## src/rtl/cache_req_ctrl_pkg.sv

```systemverilog
// ============================================================================
// cache_req_ctrl_pkg : shared state encodings, timeout default, request check
// Revision: 1.0
// ============================================================================
`default_nettype none

package cache_req_ctrl_pkg;

   localparam logic [1:0] ST_IDLE = 2'd0;
   localparam logic [1:0] ST_BUSY = 2'd1;
   localparam logic [1:0] ST_RESP = 2'd2;

   localparam int TIMEOUT_DEFAULT = 64;

   // A request is legal only with exactly one strobe and a halfword-aligned address.
   function automatic logic req_legal(input logic rd_i, input logic wr_i, input logic a0_i);
      return (rd_i ^ wr_i) & ~a0_i;
   endfunction

endpackage

`default_nettype wire

```

## src/rtl/dff_r.sv

```systemverilog
// ============================================================================
// dff_r : D flop bank with synchronous active-high reset to RST_VAL
// Revision: 1.0
// ============================================================================
`default_nettype none

module dff_r #(
   parameter int                 WIDTH   = 1,
   parameter logic [WIDTH-1:0]   RST_VAL = '0
) (
   input  logic             clk,
   input  logic             rst,
   input  logic [WIDTH-1:0] d_i,
   output logic [WIDTH-1:0] q_o
);

   always_ff @(posedge clk) begin
      if (rst) q_o <= RST_VAL;
      else     q_o <= d_i;
   end

endmodule

`default_nettype wire

```

## src/rtl/sat_counter16.sv

```systemverilog
// ============================================================================
// sat_counter16 : 16-bit up counter, sticks at 16'hFFFF, synchronous reset
// Revision: 1.0
// ============================================================================
`default_nettype none

module sat_counter16 (
   input  logic        clk,
   input  logic        rst,
   input  logic        inc_i,
   output logic [15:0] cnt_o
);

   logic [15:0] cnt_q, cnt_d;

   always_comb begin
      cnt_d = cnt_q;
      if (inc_i && (cnt_q != 16'hFFFF)) cnt_d = cnt_q + 16'd1;
   end

   always_ff @(posedge clk) begin
      if (rst) cnt_q <= 16'h0000;
      else     cnt_q <= cnt_d;
   end

   assign cnt_o = cnt_q;

endmodule

`default_nettype wire

```

## src/rtl/cache_req_ctrl.sv

```systemverilog
// ============================================================================
// cache_req_ctrl : holds one processor load/store toward the cache controller
// Revision: 1.0
// ============================================================================
`default_nettype none

module cache_req_ctrl
   import cache_req_ctrl_pkg::*;
#(
   parameter int TIMEOUT = TIMEOUT_DEFAULT
) (
   input  logic        clk,
   input  logic        rst,
   input  logic [15:0] addr_in,
   input  logic [15:0] data_in,
   input  logic        rd_in,
   input  logic        wr_in,
   output logic [15:0] data_out,
   output logic        done_proc,
   output logic        stall_proc,
   output logic        err,
   output logic [15:0] addr,
   output logic [15:0] data,
   output logic        rd,
   output logic        wr,
   input  logic        done,
   input  logic        cache_hit,
   input  logic [15:0] cache_data,
   output logic [15:0] req_cnt,
   output logic [15:0] hit_cnt
);

   localparam logic [7:0] C_TIMEOUT = 8'(TIMEOUT);

   logic [1:0]  state_q, state_d;
   logic [15:0] addr_q, addr_d;
   logic [15:0] data_q, data_d;
   logic [15:0] dout_q, dout_d;
   logic        op_wr_q, op_wr_d;
   logic [6:0]  wait_q, wait_d;

   logic w_busy, w_open, w_legal, w_accept, w_reject, w_timeout, w_hit;

   dff_r #(.WIDTH(2), .RST_VAL(ST_IDLE)) u_state_ff (
      .clk (clk),
      .rst (rst),
      .d_i (state_d),
      .q_o (state_q)
   );

   assign w_busy   = (state_q == ST_BUSY);
   assign w_open   = (state_q == ST_IDLE) || (state_q == ST_RESP);
   assign w_legal  = req_legal(rd_in, wr_in, addr_in[0]);
   assign w_accept = w_open & w_legal;
   assign w_reject = w_open & (rd_in | wr_in) & ~w_legal;
   // wait_q counts completed BUSY cycles, so the current cycle is wait_q+1.
   assign w_timeout = w_busy & ~done & (({1'b0, wait_q} + 8'd1) == C_TIMEOUT);
   assign w_hit     = w_busy & done & cache_hit;

   always_comb begin
      state_d = state_q;
      addr_d  = addr_q;
      data_d  = data_q;
      dout_d  = dout_q;
      op_wr_d = op_wr_q;
      wait_d  = wait_q;
      case (state_q)
         ST_IDLE, ST_RESP: begin
            state_d = ST_IDLE;
            if (w_accept) begin
               state_d = ST_BUSY;
               addr_d  = addr_in;
               data_d  = data_in;
               op_wr_d = wr_in;
               wait_d  = 7'd0;
            end
         end
         ST_BUSY: begin
            wait_d = wait_q + 7'd1;
            if (done) begin
               state_d = ST_RESP;
               if (!op_wr_q) dout_d = cache_data;
            end else if (w_timeout) begin
               state_d = ST_IDLE;
            end
         end
         default: state_d = ST_IDLE;
      endcase
   end

   always_ff @(posedge clk) begin
      if (rst) begin
         addr_q  <= 16'h0000;
         data_q  <= 16'h0000;
         dout_q  <= 16'h0000;
         op_wr_q <= 1'b0;
         wait_q  <= 7'd0;
      end else begin
         addr_q  <= addr_d;
         data_q  <= data_d;
         dout_q  <= dout_d;
         op_wr_q <= op_wr_d;
         wait_q  <= wait_d;
      end
   end

   sat_counter16 u_req_cnt (
      .clk   (clk),
      .rst   (rst),
      .inc_i (w_accept),
      .cnt_o (req_cnt)
   );

   sat_counter16 u_hit_cnt (
      .clk   (clk),
      .rst   (rst),
      .inc_i (w_hit),
      .cnt_o (hit_cnt)
   );

   assign data_out   = dout_q;
   assign addr       = addr_q;
   assign data       = data_q;
   assign rd         = w_busy & ~op_wr_q;
   assign wr         = w_busy &  op_wr_q;
   assign stall_proc = w_busy;
   assign done_proc  = (state_q == ST_RESP);
   assign err        = ~rst & (w_reject | w_timeout);

endmodule

`default_nettype wire

```

## config.mk

```make
export PLATFORM = sky130hd
export DESIGN_NAME = cache_req_ctrl
export DESIGN_NICKNAME = d
export VERILOG_FILES = /design/src/rtl/cache_req_ctrl_pkg.sv /design/src/rtl/dff_r.sv /design/src/rtl/sat_counter16.sv /design/src/rtl/cache_req_ctrl.sv
export SDC_FILE = /design/constraint.sdc
export NUM_CORES = 1
export LEC_CHECK = 0
export CAP_MARGIN = 20
export CORE_ASPECT_RATIO = 0.5
export CORE_MARGIN = 2
export CORE_UTILIZATION = 28
export CTS_CLUSTER_DIAMETER = 30
export CTS_CLUSTER_SIZE = 8
export DETAILED_ROUTE_END_ITERATION = 12
export HOLD_SLACK_MARGIN = 0.08
export PLACE_DENSITY = 0.61
export SYNTH_ARGS = -nofsm -noshare
export SYNTH_HDL_FRONTEND = slang
export SYNTH_SLANG_ARGS = --single-unit
```

## constraint.sdc

```tcl
create_clock -name clk -period 2.3 [get_ports clk]
set_input_delay 0.46 -clock clk [delete_from_list [all_inputs] [get_ports clk]]
set_output_delay 0.46 -clock clk [all_outputs]
set_load 0.02 [all_outputs]
```

# [Word-level counts from Yosys, hierarchy flattened]
# Cells that the tools add are included.
[totals] word_cells=53 out_inout_bits=85 regBits=90 inputBits=54
[op_classes] n_eq_ne=7 add_sub_neg=4 muxes=6 reduce_logical=9 bitwise=19
[ops] operator="adder 16 x 1 -> 16 bit, second input constant" count=2
[ops] operator="inequality test 16 bit, second input constant" count=2
[ops] operator="one-hot mux 7 bit (2 select lines)" count=1
[ops] operator="AND 1 bit" count=11
[ops] operator="adder 7 x 1 -> 8 bit, second input constant" count=1
[ops] operator="equality test 8 x 7 -> 1 bit, second input constant" count=1
[ops] operator="adder 7 x 1 -> 7 bit, second input constant" count=1
[ops] operator="two-way mux 7 bit" count=1
[ops] operator="inverter 1 bit" count=5
[ops] operator="two-way mux 2 bit" count=2
[ops] operator="one-hot mux 2 bit (2 select lines)" count=1
[ops] operator="AND reduction 2 bit" count=2
[ops] operator="inequality test 3 x 2 -> 1 bit, second input constant" count=1
[ops] operator="AND reduction 3 bit" count=1
[ops] operator="equality test 2 x 1 -> 1 bit, second input constant" count=1
[ops] operator="equality test 2 bit, second input constant" count=1
[ops] operator="logical AND 1 bit" count=2
[ops] operator="logical NOT 2 bit" count=1
[ops] operator="inequality test 2 x 1 -> 1 bit, second input constant" count=1
[ops] operator="bitwise OR 1 bit" count=2
[ops] operator="nonzero test 2 bit" count=1
[ops] operator="OR reduction 2 bit" count=1
[ops] operator="logical OR 1 bit" count=1
[ops] operator="two-way mux 1 bit" count=1
[ops] operator="bitwise XOR 1 bit" count=1

# [Depth between registers and ports, before layout]
# Gate-level depths: netlist of run 1.
[depth] word_depth=6 mapped_depth=8

# [By module]
# Synthesis of run 1 repeated with hierarchy kept, for this count alone.
[unflattened] hier_cells=487 area_unflattened_um2=4003.8
[by_module_without_submodules] module="cache_req_ctrl" cells_per_inst=285 seq_area_each_um2=1121.1 n_inst=1 area_each_um2=2254.7
[by_module_without_submodules] module="sat_counter16" cells_per_inst=99 seq_area_each_um2=320.3 n_inst=2 area_each_um2=848.3
[by_module_without_submodules] module="dff_r" cells_per_inst=4 seq_area_each_um2=40.0 n_inst=1 area_each_um2=52.6

# [Worst setup path after synthesis of run 1]
# Ideal clock, no wire load.
[synth_path] path_kind="flip-flop to output port" from="register wait_q[5]" to="output port err" arrival_time_ns=1.986 slack_ns=-0.146 path_stages_with_launch=7 path_cell_list="dfxtp_1 clkbuf_1 xor2_1 a31o_2 a31oi_1 or3_1 o41ai_1"
[synth_between] elab_chain_cells=5
[synth_lines] item="start: declaration" line="cache_req_ctrl.sv:40" source="logic [6:0] wait_q, wait_d;"
[synth_lines] item="start signal: assignment" line="cache_req_ctrl.sv:103" source="wait_q <= wait_d;"
[synth_lines] item="adder 7 x 1 -> 8 bit" line="cache_req_ctrl.sv:57" source="assign w_timeout = w_busy & ~done & (({1'b0, wait_q} + 8'd1) == C_TIMEOUT);"
[synth_lines] item="equality test 8 x 7 -> 1 bit" line="cache_req_ctrl.sv:57"
[synth_lines] item="AND 1 bit" line="cache_req_ctrl.sv:57"
[synth_lines] item="bitwise OR 1 bit" line="cache_req_ctrl.sv:128" source="assign err = ~rst & (w_reject | w_timeout);"
[synth_lines] item="AND 1 bit" line="cache_req_ctrl.sv:128"
[synth_lines] item="end: declaration" line="cache_req_ctrl.sv:21" source="output logic err,"
# No other way between the ends.

# [Worst setup path after layout of run 1]
[layout_path] from="register wait_q[2]" to="output port err"
# The elaborated chain is that of the path after synthesis.

==> results.yml, run 1 <==
yosys:
  synth_flop_cell: "dfxtp_1"
  syn_inst: 467
  synthDistinctLibCells: 43
  ys_seq_area_frac: 0.479
  ys_warn_count: 0
  synth_edf_count: 0
  syn_area_mm2: 0.00376
  synth-seq-cells: 90
  ys_async_sr_fraction: 0
  avgSynthCellArea_um2: 8.05
  postSynthNetCount: 526
timing:
  tightestPinTransition_ns: 0.533
  finClkSkew_ns: 0.00973
  setup_ws_ns: -0.0673
  fin_crit_sh: 1.03
  maxSlewViolCount: 0
  fmaxAchievable_mhz: 422
  rsz0062_at_grt: "true"
  finalSetupViolCount: 1
  hold_viol_final: 0
  maxSlewHeadroom: 0.645
  timing.final.crit_period_ns: 2.37
pwr:
  power_leakage_nw: 2.14
  peakVddDrop_uv: 437
  power.density_mw_per_mm2: 623
  power_frac_clock: 0.434
  p_sw_mw: 0.889
  pwr-share-comb: 0.122
  seq_power_share: 0.444
  cell_internal_pwr_mw: 2.79
  netSwitchingFraction: 0.242
floorplan:
  start_util: 0.292
  core.rowCount: 29
  die_w_um: 168
  io_pins: 139
  die_area_mm2: 0.0144
  core_area_mm2: 0.0129
  die_h_um: 85.9
clocking:
  cts_setup_buffers: 0
  cts_buffer_depth: 2
  cts_root_buf: "clkbuf_16"
  clk_latency_ns: 0.33
  cts.sinks: 90
  cts_hold_buffers: 0
  htree_num_levels: 3
  cts_tree: "yes"
  cts_buffers: 9
  clk_pin_slew_worst_paths_ns: 0.07
worst_setup_path:
  crit_arrival_ns: 1.91
  reg2reg_depth: 7
  crit_path_end_kind: "primary output"
  reg2reg_from: "u_hit_cnt.cnt_o[0]$_SDFFE_PP0P_"
  critical_path_class: "register to primary output"
  setup.worst_path.start_class: "register"
  required_ns: 1.84
  reg2reg_to: "u_hit_cnt.cnt_o[1]$_SDFFE_PP0P_"
  crit_fanout: 4
  rrSetupSlack_ns: 0.36
grt:
  grtUsageTotal: 0.147
  antenna_found_initial: 0
  grt_pass1_wl_um: 17400
  grt_pass1_vias: 3536
  grt_start_max_net_pins: 50
  grt_overflow: 0
detailed_routing:
  drt_pass1_iterations: 4
  viasPerCell: 4.64
  routed_wl_um: 10600
  vias: 3702
  drtIter0Drc: 197
  wl_per_cell_um: 13.3
  ant_nets: 0
  drcViolationCount: 0
flow_run:
  cap_violations: 0
layout:
  finalNonFillerCells: 797
  syn_to_final_growth_pct: 57.0
  diodes: 0
  final_layout_size_suffix_gt1_frac: 0.121
  fin_nets: 681
  final_core_util: 0.458
min_path:
  hp-start: "data_out[2]$_SDFFE_PP0P_"
  holdPathStages: 2
  whs_endpoint: "data_out[2]$_SDFFE_PP0P_"
  hold_class: "register to register"
placed_design:
  place_inst: 781
  gp_congestion: 0.774
  pre_cts_ws_ns: -0.499
  numPortBuffers: 138
  dp_hpwl_um: 7520
outcome:
  failed_checks: "setup timing"
  outcome: "complete, but fails checks"
sequential cells by signal, summed over array words and instances (netlist names):
name             count
data_out            16
u_hit_cnt.cnt_o     16
addr                16
u_req_cnt.cnt_o     16
data                16
u_state_ff.q_o       2
wait_q               7
op_wr_q              1
layer usage:
layer	share of wire	wire length, um	track usage	up-vias
li1	-	-	-	1914
met1	0.47	5000	0.190	1741
met2	0.50	5320	0.254	43
met3	0.022	228	0.0332	4
met4	0.0045	48	0.0285	0
met5	0	0	0	-
worst max-delay path by stage:
stage | end | cells after the start | startpoint | slack, ns
finish | err | 6 | wait_q[2]$_SDFFE_PP0P_ | -0.07
global route | err | 6 | wait_q[2]$_SDFFE_PP0P_ | -0.21
CTS | err | 6 | wait_q[2]$_SDFFE_PP0P_ | -0.08
global placement | u_req_cnt.cnt_o[11]$_SDFFE_PP0P_ | 8 | wr_in | -0.47
floorplan | u_req_cnt.cnt_o[11]$_SDFFE_PP0P_ | 7 | rd_in | 0.05
detailed placement | u_req_cnt.cnt_o[13]$_SDFFE_PP0P_ | 8 | wr_in | -0.50
kinds of logic after synthesis:
group	synth area share
buffers and inverters	0.0353
DFF	0.479
AOI/OAI and AO/OA	0.148
and+or+nand+nor	0.261
xor gates and xnor gates	0.0512
muxes	0.00832
adders and majority gates	0.0166
cell type report:
type / count / area, um2
timing repair buffer: 173 / 1640
sequential: 90 / 1810
fill: 1279 / 6980
inverter: 6 / 22.5
clock inverter: 7 / 101
tap: 170 / 213
multi-input combinational: 342 / 1890
clock buffer: 9 / 225
worst max-delay path: stages, from the launching register on:
cell and delay, ns:
dfxtp_4 0.36, and3_4 0.21, nand3_2 0.08, xnor2_1 0.16
or3_1 0.39, o41ai_2 0.20, buf_4 0.19
power groups by stage:
| stage | clock (mW) | combinational [mW] | sequential, mW |
|---|---|---|---|
| after global placement | 0 | 0.448 | 1.67 |
| final | 1.60 | 0.447 | 1.64 |
| after detailed placement | 0 | 0.449 | 1.67 |
| after global routing | 1.72 | 0.486 | 1.64 |
| after CTS | 1.64 | 0.453 | 1.64 |
| after floorplan | 0 | 0.148 | 1.72 |
cells in the mapped netlist (all sizes together), types with 2 or more instances:
cell type / n / area, um2
or3: 3 / 18.8
o31ai: 5 / 37.5
or4: 5 / 41.3
and4: 3 / 26.3
nor3b: 3 / 22.5
xnor2: 11 / 96.3
nand2: 110 / 413
clkbuf: 26 / 97.6
a21oi: 65 / 325
and3: 9 / 56.3
nor2b: 4 / 25.0
and2: 2 / 12.5
a311oi: 2 / 17.5
xor2: 11 / 96.3
o21ai: 9 / 45.0
o2111ai: 3 / 26.3
nand4: 9 / 56.3
ha: 5 / 62.6
buf: 3 / 12.5
a211oi: 5 / 47.5
dfxtp: 90 / 1800
nor3: 5 / 25.0
nand3: 16 / 80.1
nor2: 38 / 143
inv: 5 / 18.8
mux2i: 2 / 20.0
a31oi: 4 / 25.0
nor4: 2 / 12.5
through the flow:
stage	power, mW	TNS [ns]	hold WS (ns)	cell area [um2]
after floorplan	1.87	0	0.467	3770
after global placement	2.12	-3.89	0.442	5510
after detailed placement	2.12	-4.21	0.446	5510
after CTS	3.73	-0.0844	0.457	5880
after global routing	3.85	-0.206	0.474	5900
final	3.68	-0.0673	0.453	5900
layout by cell type, fill, tap and decap left out, types with 3 or more instances in the layout:
master           netlist  final
o2111ai_1              3      3
buf_4                  0     35
nor2b_1                4      4
clkbuf_16              0      9
a21oi_1               65     64
xnor2_1               11     11
clkdlybuf4s50_1        0    134
nand4_1                9      9
a211oi_1               3      3
nand2_1              110    110
nor3_1                 5      4
xor2_1                11     11
o21ai_0                9      9
and4_1                 3      3
o31ai_1                5      5
ha_1                   5      3
or4_1                  4      4
inv_1                  5      3
nor2_1                38     38
a31oi_1                4      4
nand3_1               16     15
dfxtp_1               90     86
and3_1                 9      8
dfxtp_2                0      3
timing repair:
| item | CTS | global route |
|---|---|---|
| pin swaps | 6 | 2 |
| resized for setup | 17 | 8 |
| gates cloned | 0 | 0 |
| endpoints found under the setup margin | 6 | 5 |
No activity file was read; power rests on OpenSTA's default activity.
==> inputs of run 2 (changes only) <==
- MAX_ROUTING_LAYER: not set -> met4
==> run 2 against run 1 <==
Net effect: the flow still finishes with violations (setup timing); sequential share of layout area did not move; clock power is essentially flat; hold slack unchanged; worst setup slack worse by 0.0027 ns; via count increased by 0.11%; core utilization did not move; die area unchanged.
==> results.yml, run 2 (synthesis gave the netlist of run 1 again) <==
min_path:
  hold_class: "register to register"
  hp-start: "data_out[2]$_SDFFE_PP0P_"
  holdPathStages: 2
  whs_endpoint: "data_out[2]$_SDFFE_PP0P_"
outcome:
  failed_checks: "setup timing"
  outcome: "complete, but fails checks"
clocking:
  clk_latency_ns: 0.33
  cts_root_buf: "clkbuf_16"
  cts_tree: "yes"
  cts_hold_buffers: 0
  htree_num_levels: 3
  cts_buffers: 9
  cts.sinks: 90
  clk_pin_slew_worst_paths_ns: 0.07
  cts_buffer_depth: 2
grt:
  grt_overflow: 0
  grt_start_max_net_pins: 50
  antenna_found_initial: 0
  grtUsageTotal: 0.151
  grt_pass1_vias: 3547
  grt_pass1_wl_um: 17400
layout:
  fin_area_mm2: 0.00590
  final_common_cell: "clkdlybuf4s50_1"
  register_area_mm2: 0.00181
  multiInputGateArea_mm2: 0.00189
  fin_nets: 681
  final_cell_mix: "clkdlybuf4s50_1 (134), nand2_1 (110), dfxtp_1 (86)"
  fillerInstances: 1279
  syn_to_final_growth_pct: 57.0
  diodes: 0
  final_layout_size_suffix_gt1_frac: 0.121
pwr:
  peakVddDrop_uv: 437
  power.density_mw_per_mm2: 623
  power_leakage_nw: 2.14
floorplan:
  start_util: 0.292
  core_area_mm2: 0.0129
  die_w_um: 168
  die_area_mm2: 0.0144
  core.rowCount: 29
  io_pins: 139
  die_h_um: 85.9
worst_setup_path:
  reg2reg_depth: 7
  cpPeakStageDelay_ns: 0.39
  reg2reg_from: "u_hit_cnt.cnt_o[0]$_SDFFE_PP0P_"
  crit_fanout: 4
  crit_path_end_kind: "primary output"
  required_ns: 1.84
  reg2reg_to: "u_hit_cnt.cnt_o[1]$_SDFFE_PP0P_"
  setup.worst_path.start_class: "register"
  cp_cell_sequence: "and3_4, nand3_2, xnor2_1, or3_1, o41ai_2, buf_4"
  crit_slowest_cell: "or3_1"
  crit_arrival_ns: 1.91
  critical_path_class: "register to primary output"
  rrSetupSlack_ns: 0.36
timing:
  maxSlewHeadroom: 0.646
  hold_viol_final: 0
  fin_crit_sh: 1.03
  setup_ws_ns: -0.0700
  setup-tns-final_ns: -0.0700
  holdWs_ns: 0.453
  tightestPinTransition_ns: 0.531
  finClkSkew_ns: 0.00851
  timing.final.crit_period_ns: 2.37
  rsz0062_at_grt: "true"
  finalSetupViolCount: 1
  fmaxAchievable_mhz: 422
  maxSlewViolCount: 0
detailed_routing:
  vias: 3706
  highest_layer: "met4"
  met1_length_um: 5000
  drt_pass1_iterations: 4
  ant_nets: 0
  viasPerCell: 4.65
  dr_wl_met3_um: 228
  drcViolationCount: 0
  met2RoutedLength_um: 5330
  drtIter0Drc: 184
  wl_per_cell_um: 13.3
  routed_wl_um: 10600
placed_design:
  dp_hpwl_um: 7520
  place_area_mm2: 0.00551
  numPortBuffers: 138
  gp_congestion: 0.785
flow_run:
  cap_violations: 0
-- run 2: cell counts in the layout (fill, tap and decap cells not counted) --
Identical to the previous run, type by type.
-- run 2: report_power, final --
| group | internal (mW) | switching (mW) | total [mW] |
|---|---|---|---|
| clock | 0.962 | 0.634 | 1.60 |
| combinational | 0.224 | 0.224 | 0.448 |
| sequential | 1.60 | 0.0306 | 1.64 |
| total | 2.79 | 0.888 | 3.68 |
-- run 2: final cells by class --
| class | count | area share |
|---|---|---|
| flip-flops and latches | 90 | 0.307 |
| multi-input cells | 342 | 0.320 |
| clock inverters | 7 | 0.0172 |
| repair buffers | 173 | 0.278 |
| inverters | 6 | 0.00382 |
| well taps | 170 | 0.0360 |
| clock buffers | 9 | 0.0382 |
-- run 2: worst max path at each step --
stage / from / endpoint / slack, ns / cells after the start
after detailed placement: wr_in / u_req_cnt.cnt_o[13]$_SDFFE_PP0P_ / -0.50 / 8
final: wait_q[2]$_SDFFE_PP0P_ / err / -0.07 / 6
after global routing: wait_q[2]$_SDFFE_PP0P_ / err / -0.21 / 6
after floorplan: rd_in / u_req_cnt.cnt_o[11]$_SDFFE_PP0P_ / 0.05 / 7
after global placement: wr_in / u_req_cnt.cnt_o[11]$_SDFFE_PP0P_ / -0.47 / 8
after CTS: wait_q[2]$_SDFFE_PP0P_ / err / -0.08 / 6
-- run 2: routing by layer --
layer,GRT usage,vias to the layer above
met5,-,-
met4,0.0308,0
met1,0.188,1744
met3,0.0295,4
met2,0.256,47
li1,-,1911
-- run 2: stage by stage --
step,power (mW),std cells,worst slack [ns],utilization
CTS,3.73,797,-0.0844,0.456
floorplan,1.87,467,0.0495,-
finish,3.68,797,-0.0700,0.458
global route,3.85,797,-0.205,0.458
detailed placement,2.12,781,-0.499,0.428
global placement,2.12,781,-0.474,0.428
-- run 2: critical path: cells and delay by family (launching register included) --
family	cells	cell delay, ns
AND/OR/NAND/NOR	3	0.68
flip-flops	1	0.36
XOR/XNOR	1	0.16
buffers and inverters	1	0.19
AO/OA/AOI/OAI	1	0.20
-- run 2: what timing repair did --
item,4_1_cts,5_1_grt
buffers inserted,0,0
pin swaps,6,2
gates resized for setup,17,8
setup endpoints to repair,6,5
